[config.mk]
export PLATFORM = sky130hd
export DESIGN_NAME = loop_replay_issuer
export DESIGN_NICKNAME = d
export VERILOG_FILES = /design/src/rtl/loop_replay_issuer.sv
export SDC_FILE = /design/constraint.sdc
export NUM_CORES = 1
export LEC_CHECK = 0
export CAP_MARGIN = 30
export CELL_PAD_IN_SITES_DETAIL_PLACEMENT = 1
export CELL_PAD_IN_SITES_GLOBAL_PLACEMENT = 1
export CORE_UTILIZATION = 38
export CTS_CLUSTER_DIAMETER = 120
export DETAILED_ROUTE_END_ITERATION = 12
export GPL_TIMING_DRIVEN = 0
export PLACE_DENSITY_LB_ADDON = 0.2
export SETUP_SLACK_MARGIN = 0.2
export SYNTH_ARGS = -nofsm -noshare
export SYNTH_HDL_FRONTEND = slang
export SYNTH_SLANG_ARGS = --single-unit
[constraint.sdc]
create_clock -name clk_i -period 5 [get_ports clk_i]
set_clock_uncertainty 0.05 [all_clocks]
set_input_delay 1 -clock clk_i [delete_from_list [all_inputs] [get_ports clk_i]]
set_output_delay 1 -clock clk_i [all_outputs]
set_load 0.02 [all_outputs]
[src/rtl/loop_replay_issuer.sv]
// Replays a captured loop from the uop cache into decode with reconstructed PCs; LOOP_ITER_LIMIT_EN adds a max_iter cap.
// Latency: first out_valid 2 cycles after start is sampled, then 1 entry/cycle including across the wrap.
// Backpressure: a 2-entry output FIFO absorbs in-flight reads; reads only issue while FIFO + in-flight has a free slot.
module loop_replay_issuer #(
    parameter int DEPTH  = 8,
    parameter int ADDR_W = 3,
    parameter int DATA_W = 32
) (
    input  logic              clk_i,
    input  logic              reset_i,
    input  logic              start_i,
    input  logic [ADDR_W:0]   loop_len_i,
    input  logic [31:0]       base_pc_i,
`ifdef LOOP_ITER_LIMIT_EN
    input  logic [15:0]       max_iter_i,
`endif
    output logic              rd_en_o,
    output logic [ADDR_W-1:0] rd_addr_o,
    input  logic [DATA_W-1:0] rd_data_i,
    output logic              out_valid_o,
    input  logic              out_ready_i,
    output logic [DATA_W-1:0] out_instruction_o,
    output logic [31:0]       out_pc_o,
    input  logic              mispredict_i,
    output logic              busy_o,
    output logic              done_o,
    output logic [15:0]       iter_count_o
);

    localparam logic [1:0] S_IDLE   = 2'd0;
    localparam logic [1:0] S_STREAM = 2'd1;
    localparam logic [1:0] S_DRAIN  = 2'd2;

    localparam logic [ADDR_W:0] DEPTH_L = (ADDR_W+1)'(DEPTH);
    localparam logic [ADDR_W:0] ONE_L   = (ADDR_W+1)'(1);

    logic [1:0]        state_q, state_d;
    logic [ADDR_W:0]   len_q, len_d;
    logic [31:0]       base_pc_q, base_pc_d;
    logic [ADDR_W-1:0] rd_idx_q, rd_idx_d;
    logic              inflight_q, inflight_d;
    logic [ADDR_W-1:0] inflight_idx_q, inflight_idx_d;
    logic [DATA_W-1:0] fifo_dat_q [2];
    logic [ADDR_W-1:0] fifo_idx_q [2];
    logic              head_q, head_d;
    logic              tail_q, tail_d;
    logic [1:0]        count_q, count_d;
    logic [15:0]       iter_q, iter_d;
    logic              done_q, done_d;
`ifdef LOOP_ITER_LIMIT_EN
    logic [15:0]       max_iter_q, max_iter_d;
    logic [15:0]       rd_iter_q, rd_iter_d;
`endif

    logic              pop;
    logic              push;
    logic              kill;
    logic              start_ok;
    logic              rd_last;
    logic              head_last;
    logic [2:0]        occ_after_pop;
    logic [ADDR_W:0]   last_idx;

    assign last_idx      = len_q - ONE_L;
    assign out_valid_o   = (count_q != 2'd0);
    assign pop           = out_valid_o & out_ready_i;
    assign push          = inflight_q;
    assign kill          = mispredict_i & (state_q != S_IDLE);
    assign start_ok      = start_i & (state_q == S_IDLE) & (loop_len_i != '0);
    // Counting the current pop lets a read issue in the same cycle a slot frees up.
    assign occ_after_pop = 3'(count_q) + 3'(inflight_q) - 3'(pop);
    assign rd_en_o       = (state_q == S_STREAM) & ~kill & (occ_after_pop < 3'd2);
    assign rd_addr_o     = rd_idx_q;
    assign rd_last       = ({1'b0, rd_idx_q} == last_idx);
    assign head_last     = ({1'b0, fifo_idx_q[head_q]} == last_idx);

    assign out_instruction_o = out_valid_o ? fifo_dat_q[head_q] : '0;
    assign out_pc_o          = out_valid_o ? (base_pc_q + 32'({fifo_idx_q[head_q], 2'b00})) : 32'd0;
    assign busy_o            = (state_q != S_IDLE);
    assign done_o            = done_q;
    assign iter_count_o      = iter_q;

    always_comb begin
        state_d        = state_q;
        len_d          = len_q;
        base_pc_d      = base_pc_q;
        rd_idx_d       = rd_idx_q;
        inflight_d     = rd_en_o;
        inflight_idx_d = rd_en_o ? rd_idx_q : inflight_idx_q;
        head_d         = head_q;
        tail_d         = tail_q;
        count_d        = count_q + {1'b0, push} - {1'b0, pop};
        iter_d         = iter_q;
        done_d         = 1'b0;
`ifdef LOOP_ITER_LIMIT_EN
        max_iter_d     = max_iter_q;
        rd_iter_d      = rd_iter_q;
`endif

        if (pop) begin
            head_d = ~head_q;
            if (head_last && (iter_q != 16'hFFFF)) begin
                iter_d = iter_q + 16'd1;
            end
        end
        if (push) begin
            tail_d = ~tail_q;
        end

        if (rd_en_o) begin
            rd_idx_d = rd_last ? '0 : rd_idx_q + ADDR_W'(1);
`ifdef LOOP_ITER_LIMIT_EN
            if (rd_last) begin
                if (rd_iter_q != 16'hFFFF) begin
                    rd_iter_d = rd_iter_q + 16'd1;
                end
                if ((max_iter_q != 16'd0) && (({1'b0, rd_iter_q} + 17'd1) == {1'b0, max_iter_q})) begin
                    state_d = S_DRAIN;
                end
            end
`endif
        end

        // Drain ends when the final buffered entry leaves and nothing is still coming back from the cache.
        if ((state_q == S_DRAIN) && pop && (count_q == 2'd1) && !inflight_q) begin
            state_d = S_IDLE;
            done_d  = 1'b1;
        end

        if (start_ok) begin
            state_d   = S_STREAM;
            base_pc_d = base_pc_i;
            len_d     = (loop_len_i > DEPTH_L) ? DEPTH_L : loop_len_i;
            rd_idx_d  = '0;
            iter_d    = '0;
`ifdef LOOP_ITER_LIMIT_EN
            rd_iter_d  = '0;
            max_iter_d = max_iter_i;
`endif
        end

        // A handshake in the abort cycle still counts toward iter_count above.
        if (kill) begin
            state_d    = S_IDLE;
            done_d     = 1'b1;
            inflight_d = 1'b0;
            head_d     = 1'b0;
            tail_d     = 1'b0;
            count_d    = 2'd0;
        end
    end

    always_ff @(posedge clk_i) begin
        if (reset_i) begin
            state_q        <= S_IDLE;
            len_q          <= '0;
            base_pc_q      <= '0;
            rd_idx_q       <= '0;
            inflight_q     <= 1'b0;
            inflight_idx_q <= '0;
            head_q         <= 1'b0;
            tail_q         <= 1'b0;
            count_q        <= 2'd0;
            iter_q         <= '0;
            done_q         <= 1'b0;
`ifdef LOOP_ITER_LIMIT_EN
            max_iter_q     <= '0;
            rd_iter_q      <= '0;
`endif
        end else begin
            state_q        <= state_d;
            len_q          <= len_d;
            base_pc_q      <= base_pc_d;
            rd_idx_q       <= rd_idx_d;
            inflight_q     <= inflight_d;
            inflight_idx_q <= inflight_idx_d;
            head_q         <= head_d;
            tail_q         <= tail_d;
            count_q        <= count_d;
            iter_q         <= iter_d;
            done_q         <= done_d;
`ifdef LOOP_ITER_LIMIT_EN
            max_iter_q     <= max_iter_d;
            rd_iter_q      <= rd_iter_d;
`endif
        end
    end

    always_ff @(posedge clk_i) begin
        if (reset_i) begin
            fifo_dat_q[0] <= '0;
            fifo_dat_q[1] <= '0;
            fifo_idx_q[0] <= '0;
            fifo_idx_q[1] <= '0;
        end else if (push && !kill) begin
            fifo_dat_q[tail_q] <= rd_data_i;
            fifo_idx_q[tail_q] <= inflight_idx_q;
        end
    end

endmodule
Yosys cells after proc, flatten, opt, wreduce, memory -nomap -nowiden
Memories as Yosys holds them, arrays and structs flattened. A register that Yosys moved wholly into a read port is not among the register bits. Cells that the tools add are included. Widths: inputs -> output; s select.

Word-level logic and storage cells: 67. Input port bits: 73. Memory bits (writable): 70. Memories: 2. Register bits after elaboration: 65. Output and inout port bits: 87.

Memories: fifo_dat_q (depth 2, width 32, rd ports 1, clocked after Yosys merged registers in 1, write ports 2, RTL line 43) `logic [DATA_W-1:0] fifo_dat_q [2];`; fifo_idx_q (depth 2, width 3, rd ports 1, clocked after Yosys merged registers in 1, write ports 2, RTL line 44) `logic [ADDR_W-1:0] fifo_idx_q [2];`.

Bitwise operators: 9. Reductions and logical operators: 11. Add/sub/neg operators: 8. Equality and inequality tests: 3. Multiplexer cells: 21. Magnitude comparators: 2.

Operators by type and width (number): $mux 32 (3); $add 32x5->32 (1); $reduce_or 32->1 (1); $add 16x1->16 const B (1); $ne 16x16->1 const B (1); $mux 1 (15); $eq 3x4->1 (2); $and 1x1->1 (6); $mux 3 (2); $gt 4x4->1 const B (1); $mux 4 (1); $reduce_bool 4->1 (1); $reduce_or 2->1 (2); $sub 4x1->4 const B (1); $add 2x1->3 (1); $add 3x1->3 const B (1); $lt 3x2->1 const B (1); $not 1->1 (3); $reduce_or 3->1 (1); $sub 3x1->3 (1); $add 2x1->2 (1); $logic_and 1x1->1 (2); $logic_not 2->1 (1); $reduce_and 2->1 (1); other kinds (3) (3).

Depth between registers and ports, before layout
Depth after elaboration: 8. Depth in mapped cells: 13. Gate-level depth less buffers: 12.

Worst setup path before layout
No wires, ideal clock.

Path type: input-to-reg. From: in reset_i. To: mem fifo_dat_q[0][0] (enable). Buffers on the path: 1. Data required time: 4474 ps. Arrival time: 3961 ps. Path slack: 513 ps. Library setup time: 476 ps. Stages on the path: 4. Cells stage by stage: clkbuf_1 a21oi_1 nand2_1 o21ai_0.

RTL lines: start: declaration (RTL line 10) `input logic reset_i,`; end: declaration (RTL line 43).

==> metrics.txt <==
via count 5732; CTS Hold Bufs 0; Synth Flop Type edfxtp_1; syn_nets 791; proportion of netlist area held by the largest area contributor 31.0%; clock sink count 136; global-route wire length before repair 30800 um; CP max-delay cell clkdlybuf4s50_1; count of flip-flops with a built-in enable after synthesis 70; floorplan row count 48; min Tclk post-route 4.73 ns; wire length per cell after detailed routing 17.0 um; pins over their slew limit 0; Die W 136 um; dpl cell area 8680 sq um; Final Cycle Share 94.5%; Crit Path Max Fanout 8; cell family with most CP delay buffers and inverters; Top Ports 160; Post-Layout Cell Count 1125; unrepaired setup endpoints after global routing yes; number of H-tree levels 4; slew margin rel. 40.2%; placed cell count 1092; Crit path depth 12; FFs w/ async S/R, synth 0%; Netlist Area Pre-Place 6780 sq um; Fillers 1939; Max Cap Viol 0; Core Footprint 17400 sq um; Clock Pin Slew Worst Setup and Hold Paths 0.06 ns; largest net degree at the start of global routing 36; n_diodes 0; Final Hold Viols 0; pwr dens 329 nW/um^2; setup violators final 0; worst endpoint required time 3.95 ns; antenna-violating nets left 0; critical path capture point type output pin; GPL Wtd Cong 0.862; PortBufs 158; design area 9290 sq um; vias per inst 5.10; synthesis-to-finish area growth 37.0%; Synth Register Bits 136; VDD IR-drop max 238 uV; Worst-Margin Slew 0.898 ns; post-synth cell types 48; clock buffer depth 2; dpl hpwl 14100 um; Initial DRT Pass Iterations 4; initial antenna violation count 0; HP Class reg2reg; commonest non-fill, non-tap cells in the layout clkdlybuf4s50_1 (156), nand2_1 (98), and2_1 (80); CP Cell Sequence buf_4 > mux2i_1 > inv_1 > ha_1 > inv_1 > fa_1 > nand2b_1 > a211o_1 > nor4_1 > xnor2_1 > nor2_1 > clkdlybuf4s50_1; Root Buffer clkbuf_16; DRC viols 0; nets@finish 970; Routed WL 19200 um; LEAKAGE 3.27 nW; Syn Area/Cell 9.57 sq um; Final Total Pwr 3.05 mW; grt ovf 0; TritonCTS buffer count 17; Fmax achieved 212 MHz; vias in the first global route 6050; Ys Warns 0; R2R setup slack 1.87 ns; clk_lat worst skew 0.42 ns; CP Class reg2out; most common cell after layout, fill and taps aside clkdlybuf4s50_1; crit path buf inv count 4; Die Ht 136 um; share of cells above drive strength 1 6.00%; Startpoint Class flop; worst endpoint data arrival time 3.68 ns; cell count after synthesis 708; Hold Crit Depth 2; main area contributors after synthesis edfxtp_1 (31%), dfxtp_1 (19%), and2_1 (7.4%), mux2i_1 (7.1%), nand2_1 (5.4%); Initial Util 39.0%; worst r2r path cells 13; crit-path max cell delay 0.62 ns; Die ar. 18400 sq um; largest area contributor in the netlist edfxtp_1; gr usage total 21.9%; status finished clean; Critical Path Most Common Cell inv_1; CTS tree built; DRT iter0 DRCs 205; register area share after synthesis 50.5%
==> tightest hold or removal path: stages, from the launching register on <==
cell	delay (ns)
dfxtp_1	0.30
nand2_1	0.05
a21oi_1	0.05
==> layout make-up <==
class | count | area (sq um) | area share (%)
Buffer | 40 | 170 | 1.83
Clock buffer | 17 | 425 | 4.58
Clock inverter | 15 | 129 | 1.39
Inverter | 16 | 60.1 | 0.647
Multi-Input combinational cell | 516 | 3180 | 34.2
Sequential cell | 136 | 3420 | 36.9
Tap cell | 225 | 282 | 3.03
Timing Repair Buffer | 160 | 1620 | 17.5
==> metrics by stage <==
step	util, %	TNS [ns]	hold WS [ns]	setup slack [ns]
5_1_grt	53.5	0	0.440	0.110
3_3_place_gp	49.8	-46.97	0.391	-1.34
6_report	53.5	0	0.401	0.273
3_5_place_dp	50.0	0	0.396	0.0482
4_1_cts	53.3	0	0.404	0.121
2_1_floorplan	-	0	0.382	0.513
==> flip-flops by register name, indices dropped and copies added (netlist names), 2 cells and up, named ones only <==
register,cells
fifo_dat_q,64
len_q,4
count_q,2
iter_count_o,16
fifo_idx_q,6
rd_addr_o,3
base_pc_q,32
inflight_idx_q,3
==> per-layer routing <==
| metal | GRT usage [%] | vias up | routed length, um |
|---|---|---|---|
| met2 | 38.9 | 118 | 9990 |
| met5 | 0 | - | 0 |
| met3 | 3.89 | 25 | 624 |
| met4 | 7.80 | 0 | 326 |
| met1 | 26.3 | 2786 | 8220 |
| li1 | - | 2803 | - |
==> power by group <==
part	internal [mW]	total, mW	switching (mW)
logic	0.262	0.615	0.353
registers	1.22	1.26	0.0361
clock network	0.683	1.18	0.496
total	2.17	3.05	0.885
==> final timing paths <==
path                                           startpoint                        end
worst max-delay path                                 flop               out_pc_o[30]
worst min register to register  base_pc_q[0]$_SDFFE_PP0P_  base_pc_q[0]$_SDFFE_PP0P_
worst max register to register      count_q[1]$_SDFF_PP0_  rd_addr_o[2]$_SDFFE_PP0P_
worst min-delay path            base_pc_q[0]$_SDFFE_PP0P_  base_pc_q[0]$_SDFFE_PP0P_
==> cells by family (layout without fill, tap and decap cells) <==
| logic type | after synthesis | count (layout) | share of synthesized area, % |
|---|---|---|---|
| buffers and inverters | 56 | 248 | 3.40 |
| xor gates and xnor gates | 33 | 33 | 4.60 |
| DFF | 136 | 136 | 50.5 |
| muxes | 48 | 48 | 7.09 |
| AOI/OAI and AO/OA | 78 | 78 | 6.78 |
| adders and majority gates | 10 | 10 | 2.07 |
| and+or+nand+nor | 347 | 347 | 25.6 |
==> synthesized netlist by cell type, types with 12 or more instances <==
library cell   n
edfxtp_1      70
xnor2_1       19
dfxtp_1       66
nand2_1       98
mux2i_1       48
nand3_1       18
nor2_1        80
clkbuf_1      24
a21oi_1       50
inv_1         16
xor2_1        12
and2_1        80
nand4_1       14
==> timing repair <==
action                     4_1_cts  5_1_grt
pin swaps                        0        1
setup buffers                    0        1
setup endpoints to repair       10       14
gates resized for setup          5        5
gates cloned                     0        0
(Power assumes the default switching activity.)
